**src/rtl/acc_subwsat.sv**
```systemverilog
// Saturating signed accumulator: adds or subtracts a burst of N_SAMPLES operands
// received over valid/ready, clamps on overflow, then holds the total until acknowledged.
module acc_subwsat #(
   parameter int NB_size   = 16,
   parameter int N_SAMPLES = 4,
   parameter int NB_cnt    = 4
) (
   input  logic               clk,
   input  logic               i_reset,
   input  logic               i_start,
   input  logic               i_op,
   input  logic               i_valid,
   input  logic [NB_size-1:0] i_data,
   output logic               o_ready,
   output logic               o_valid,
   output logic [NB_size-1:0] o_result,
   input  logic               i_ack,
   output logic               o_ovf_sticky,
   output logic [NB_cnt-1:0]  o_ovf_count
);

   typedef enum logic [1:0] {
      IDLE,
      ACC,
      DONE
   } state_t;

   localparam int NB_smp = (N_SAMPLES > 1) ? $clog2(N_SAMPLES) : 1;
   localparam logic [NB_smp-1:0]  LAST_SMP = NB_smp'(N_SAMPLES - 1);
   localparam logic [NB_size-1:0] SAT_POS  = {1'b0, {(NB_size-1){1'b1}}};
   localparam logic [NB_size-1:0] SAT_NEG  = {1'b1, {(NB_size-1){1'b0}}};
   localparam logic [NB_cnt-1:0]  CNT_MAX  = '1;

   state_t              state;
   state_t              state_next;
   logic [NB_size-1:0]  acc;
   logic [NB_size-1:0]  acc_next;
   logic [NB_smp-1:0]   smp_cnt;
   logic [NB_smp-1:0]   smp_cnt_next;
   logic                op;
   logic                op_next;
   logic                sticky;
   logic                sticky_next;
   logic [NB_cnt-1:0]   ovf_cnt;
   logic [NB_cnt-1:0]   ovf_cnt_next;
   logic [NB_size-1:0]  sum;
   logic                ovf;
   logic                transfer;

   always_ff @(posedge clk) begin
      if (i_reset) begin
         state   <= IDLE;
         acc     <= '0;
         smp_cnt <= '0;
         op      <= 1'b0;
         sticky  <= 1'b0;
         ovf_cnt <= '0;
      end else begin
         state   <= state_next;
         acc     <= acc_next;
         smp_cnt <= smp_cnt_next;
         op      <= op_next;
         sticky  <= sticky_next;
         ovf_cnt <= ovf_cnt_next;
      end
   end

   // Sign-rule overflow: subtracting flips the sign of the operand, so the
   // operand-sign condition inverts between add and subtract.
   always_comb begin
      sum      = op ? (acc - i_data) : (acc + i_data);
      transfer = (state == ACC) && i_valid;
      if (op) begin
         ovf = (acc[NB_size-1] != i_data[NB_size-1]) && (sum[NB_size-1] != acc[NB_size-1]);
      end else begin
         ovf = (acc[NB_size-1] == i_data[NB_size-1]) && (sum[NB_size-1] != acc[NB_size-1]);
      end
   end

   always_comb begin
      state_next   = state;
      acc_next     = acc;
      smp_cnt_next = smp_cnt;
      op_next      = op;
      sticky_next  = sticky;
      ovf_cnt_next = ovf_cnt;
      case (state)
         IDLE: begin
            if (i_start) begin
               state_next   = ACC;
               acc_next     = '0;
               smp_cnt_next = '0;
               sticky_next  = 1'b0;
               ovf_cnt_next = '0;
               op_next      = i_op;
            end
         end
         ACC: begin
            if (transfer) begin
               if (ovf) begin
                  acc_next    = acc[NB_size-1] ? SAT_NEG : SAT_POS;
                  sticky_next = 1'b1;
                  if (ovf_cnt != CNT_MAX) begin
                     ovf_cnt_next = ovf_cnt + NB_cnt'(1);
                  end
               end else begin
                  acc_next = sum;
               end
               if (smp_cnt == LAST_SMP) begin
                  smp_cnt_next = '0;
                  state_next   = DONE;
               end else begin
                  smp_cnt_next = smp_cnt + NB_smp'(1);
               end
            end
         end
         DONE: begin
            if (i_ack) begin
               state_next = IDLE;
            end
         end
         default: begin
            state_next = IDLE;
         end
      endcase
   end

   assign o_ready      = (state == ACC);
   assign o_valid      = (state == DONE);
   assign o_result     = acc;
   assign o_ovf_sticky = sticky;
   assign o_ovf_count  = ovf_cnt;

endmodule

```
**config.mk**
```make
export PLATFORM = sky130hd
export DESIGN_NAME = acc_subwsat
export DESIGN_NICKNAME = d
export VERILOG_FILES = /design/src/rtl/acc_subwsat.sv
export SDC_FILE = /design/constraint.sdc
export NUM_CORES = 1
export LEC_CHECK = 0
export ABC_AREA = 1
export CAP_MARGIN = 10
export CORE_MARGIN = 1.5
export CORE_UTILIZATION = 45
export DETAILED_ROUTE_END_ITERATION = 8
export PLACE_DENSITY = 0.73
export SETUP_SLACK_MARGIN = 0.15
export SYNTH_ARGS = -nofsm -noshare
export SYNTH_HDL_FRONTEND = slang
export SYNTH_SLANG_ARGS = --single-unit
```
**constraint.sdc**
```tcl
create_clock -name clk -period 3.2 [get_ports clk]
set_clock_uncertainty 0.1 [all_clocks]
set_input_delay 0.64 -clock clk [delete_from_list [all_inputs] [get_ports clk]]
set_output_delay 0.64 -clock clk [all_outputs]
set_load 0.1 [all_outputs]
```
* Word-level counts from Yosys, hierarchy flattened
Cells that the tools add are included.
** Storage, ports and cells
- Register bits after elaboration :: 26
- Input bits :: 22
** Operators by class
- Add/sub/neg operators :: 4
- Equality and inequality tests :: 13
- Muxes and demuxes :: 25
- Reductions and logical operators :: 10
** Operators by type and width (number)
- two-way mux 16 bit :: 5
- case mux 16 bit (2 select lines) :: 1
- adder 16 bit :: 1
- two-way mux 4 bit :: 4
- subtractor 16 bit :: 1
- two-way mux 2 bit :: 7
- inequality test 2 x 1 -> 1 bit (second input constant) :: 5
- case mux 4 bit (2 select lines) :: 1
- AND reduction 4 bit :: 2
- case mux 2 bit (3 select lines) :: 1
- AND reduction 5 bit :: 1
- adder 4 x 1 -> 4 bit (second input constant) :: 1
- equality test 2 bit (second input constant) :: 2
- two-way mux 1 bit :: 4
- inequality test 4 bit (second input constant) :: 1
- case mux 2 bit (2 select lines) :: 1
- logical AND 1 bit :: 3
- AND reduction 3 bit :: 1
- adder 2 x 1 -> 2 bit (second input constant) :: 1
- equality test 2 x 1 -> 1 bit (second input constant) :: 1
- zero test 2 bit :: 1
- inequality test 1 bit :: 2
- inequality test 2 bit (second input constant) :: 1
- case mux 1 bit (2 select lines) :: 1
- other kinds (3) :: 3

* Depth between registers and ports, before layout
- Depth after elaboration :: 8
- Depth in mapped cells :: 28

* Least setup slack after synthesis
No wires, ideal clock.
- Path kind :: input -> register
- Start point :: input i_data[0]
- End point :: register ovf_cnt[0] (netlist: o_ovf_count[0])
- Setup time :: 114 ps
- Data arrival time :: 3083 ps
- Required time :: 2986 ps
- Setup slack :: -97 ps
- Stages :: 26
- Path buffers :: 0
- Cell sequence :: inv_2 ha_1 inv_1 nor2_1 nand3b_1 nor3_1 nand2_1 nand2_1 o21ai_0 xor2_1 inv_1 ha_1 nand2_1 inv_1 nand2_1 nand2_1 inv_2 nand2_1 a21oi_1 nand2_1 nand3_2 nand3_4 nand2_4 nand3_4 a21oi_1 nor2_1
** On the way
- Cells in the longest elaborated chain, start to end :: 7
** RTL lines
- from (decl) :: RTL line 13 : input logic [NB_size-1:0] i_data,
- adder 16 bit / subtractor 16 bit (equally long branches) :: RTL line 71 : sum = op ? (acc - i_data) : (acc + i_data);
- two-way mux 16 bit (*) :: RTL line 71
- inequality test 1 bit (*) :: RTL line 74, 76
- logical AND 1 bit, on equally long branches :: RTL line 76, 74
- two-way mux 1 bit (*) :: RTL line 73 : if (op) begin
- inequality test 2 x 1 -> 1 bit (no source line) (*)
- AND reduction 5 bit (no source line) (*)
- to (signal assigned) :: RTL line 64 : ovf_cnt <= ovf_cnt_next;
- to (decl) :: RTL line 44 : logic [NB_cnt-1:0] ovf_cnt;
Every way passes the cells marked *; elsewhere a longest branch is shown, timed or not.
A chain may end at the register's enable or synchronous reset.

* Final worst setup path
- Start point :: input i_data[0]
- End point :: register sticky (netlist: o_ovf_sticky)
** On the way
- Cells in the longest elaborated chain, start to end :: 7
** RTL lines
- adder 16 bit / subtractor 16 bit (equally long branches) :: RTL line 71
- two-way mux 16 bit (*) :: RTL line 71
- inequality test 1 bit (*) :: RTL line 74, 76
- logical AND 1 bit, on equally long branches :: RTL line 76, 74
- two-way mux 1 bit (*) :: RTL line 73
- inequality test 2 x 1 -> 1 bit (no source line) (*)
- AND reduction 4 bit (no source line) (*)
- to (signal assigned) :: RTL line 63 : sticky <= sticky_next;
- to (decl) :: RTL line 42 : logic sticky;
Marks and branches as above.

==> out/metrics.cfg <==
[hold_path]
whs_path_depth = 2
holdCritPathClass = register to register

[sta]
tightest_slew_ps = 481
max_slew_margin_pct = 67.8
setup_ws_ps = -175
finalHoldViolCount = 0
slew_viol_final = 0
period_needed_ps = 3370
worst_hold_slack_ps = 395
fmax_mhz = 296
setup_violations = 21
layout_worst_path_cycle_share_pct = 105
tns_ps = -2730
grt_setup_unrepaired = true

[placed_design]
place.detailed.hpwl_um = 5200
dpl.cell_count = 550
gp_congestion = 0.870
placed_area_um2 = 3390
portBuffers = 44

[setup_path]
worstRegToRegCells = 19
startpoint_type = primary input
end_kind = register
crit_fanout = 7
path_class = primary input to register
required_ps = 3260
cp.arrival_ps = 3430

[global_route]
track_usage_pct = 25.1
grt_pass1_vias = 2708
overflow = 0
grt_max_degree = 16
antenna_found_initial = 0
grt_pass1_wl_um = 11300

[yosys]
ys_warn_count = 0
syn_area_um2 = 2360
synthesis.instances = 374
synth_cell_types = 34
ys_ff_latch = 26
postSynthAreaPerCell_um2 = 6.31
synthFlopType = dfxtp_1
syn-num-nets = 415
ys_async_sr_fraction_pct = 0
ys_seq_area_share_pct = 22.0
synth_edf_count = 0

[clocking]
cts_tree = yes
cts-root-buf = clkbuf_8
clock_path_buffers = 2
clk_latency_ps = 280
clkSlewWorstSetupHoldPaths_ps = 100
ctsHoldBuffers = 0
clock_sinks = 26
numCtsBuffers = 3
htreeDepth = 1

[floorplan]
ios = 45
die_w_um = 75.4
fp-row-count = 26
floorplan.die_area_um2 = 5690
core-area_um2 = 5070
die_h_um = 75.4
initial_core_util_pct = 46.5

[final_layout]
ff_latch_area_um2 = 520
nets = 538
multi_input_area_um2 = 1900
drive_gt1_share_pct = 39.5
fin_cells = 566
stdcell_area_um2 = 3810
n_antenna_cell = 0
area_delta_synth_final_pct = 61.4
fin_util_pct = 75.1
final.fill_count = 400
mostFrequentLayoutCells = 100 x buf_4, 76 x nand2_1, 41 x inv_1
final_common_cell = buf_4

[route]
drc = 0
via_count = 2884
routed_wl_um = 7450
dr.first_iter.drc_count = 81
routedWlPerCell_um = 13.2
ant_nets = 0
viasPerCell = 5.10
dr.pass1.iters = 4

[power_and_ir_drop]
peakVddDrop_mv = 0.342
powerDensity_nw_per_um2 = 387
leakagePower_uw = 0.00186

[status]
status = complete, but fails checks
violations = negative setup slack

[flow_run]
drv_cap = 0

-- routing by layer --
| metal | vias to the layer above | share of wire [%] | track usage [%] |
|---|---|---|---|
| li1 | 1452 | - | - |
| met1 | 1343 | 42 | 30.1 |
| met2 | 75 | 52 | 47.4 |
| met3 | 14 | 3.9 | 3.31 |
| met4 | 0 | 1.5 | 5.75 |
| met5 | - | 0 | 0 |
-- path summary, 6_finish.rpt --
kind,end,startpoint,slack [ps]
hold reg to reg,o_result[9]$_SDFFE_PP0P_,o_result[9]$_SDFFE_PP0P_,400
setup reg to reg,o_ovf_sticky$_SDFFE_PP0P_,op$_SDFFE_PP0P_,20
hold / removal,o_result[9]$_SDFFE_PP0P_,o_result[9]$_SDFFE_PP0P_,400
setup / recovery,o_ovf_sticky$_SDFFE_PP0P_,i_data[0],-170
-- sequential cells by signal (all words and copies together) (netlist names) --
signal / cells
o_ovf_count: 4
o_ovf_sticky: 1
o_result: 16
op: 1
smp_cnt: 2
state: 2
-- cell type report --
| type | instances | area share (%) |
|---|---|---|
| Multi-Input combinational cell | 290 | 49.8 |
| Sequential cell | 26 | 13.7 |
| Inverter | 52 | 5.58 |
| Clock inverter | 1 | 0.788 |
| Tap cell | 70 | 2.30 |
| Timing Repair Buffer | 124 | 26.8 |
| Clock buffer | 3 | 1.08 |
-- synth_stat cells, types with 6 or more instances --
| master | n | area share (%) |
|---|---|---|
| nor2_1 | 31 | 4.9 |
| nand2_2 | 6 | 1.6 |
| a21oi_1 | 39 | 8.3 |
| xnor2_1 | 8 | 3.0 |
| inv_2 | 7 | 1.1 |
| o21ai_0 | 15 | 3.2 |
| xor2_1 | 14 | 5.2 |
| dfxtp_1 | 26 | 22 |
| nand4_1 | 8 | 2.1 |
| nand3_1 | 14 | 3.0 |
| ha_1 | 18 | 9.5 |
| nand2_1 | 107 | 17 |
| inv_1 | 44 | 7.0 |
-- metrics by stage --
| stage | power, uW | setup WS [ps] |
|---|---|---|
| global placement | 1060 | -747 |
| CTS | 1400 | -109 |
| floorplan | 810 | 38.4 |
| detailed placement | 1070 | -842 |
| global route | 1550 | -337 |
| finish | 1480 | -175 |
-- critical path, cell delays in order --
cell,delay [ps]
buf_12,110
inv_12,40
ha_4,110
inv_2,40
nor2_4,80
nand3b_1,140
nor3_4,160
buf_4,130
nor2_1,40
xor2_1,180
inv_1,110
ha_4,290
nand2_1,40
nand2_1,90
nand2_1,60
nand2_1,110
nand2_2,70
nand2_2,100
inv_1,50
nand2_2,80
nand2_2,80
nand3b_4,90
nand3_4,170
buf_4,190
nand2_1,50
nand2_1,50
nand2_1,60
a21oi_1,60
-- power breakdown --
part           internal [uW]  switching (uW)  leakage [uW]
clock                    168             116     0.0000357
sequential               344            24.8      0.000212
combinational            346             476       0.00161
-- cell families (layout without fill, tap and decap cells) --
| kind of cell | after synthesis | after routing | share of synthesized area (%) |
|---|---|---|---|
| and+or+nand+nor | 188 | 188 | 36.2 |
| adders and majority gates | 19 | 19 | 10.4 |
| DFF | 26 | 26 | 22.0 |
| AOI/OAI and AO/OA | 61 | 61 | 13.5 |
| xor gates and xnor gates | 22 | 22 | 8.16 |
| buffers and inverters | 58 | 180 | 9.70 |
-- what timing repair did --
action / in CTS / in global routing
setup buffers: 8 / 3
setup endpoints to repair: 21 / 21
resized for setup: 44 / 47
gates cloned: 1 / 0
pin swaps: 30 / 39
Power figures use the tool's default switching activity.
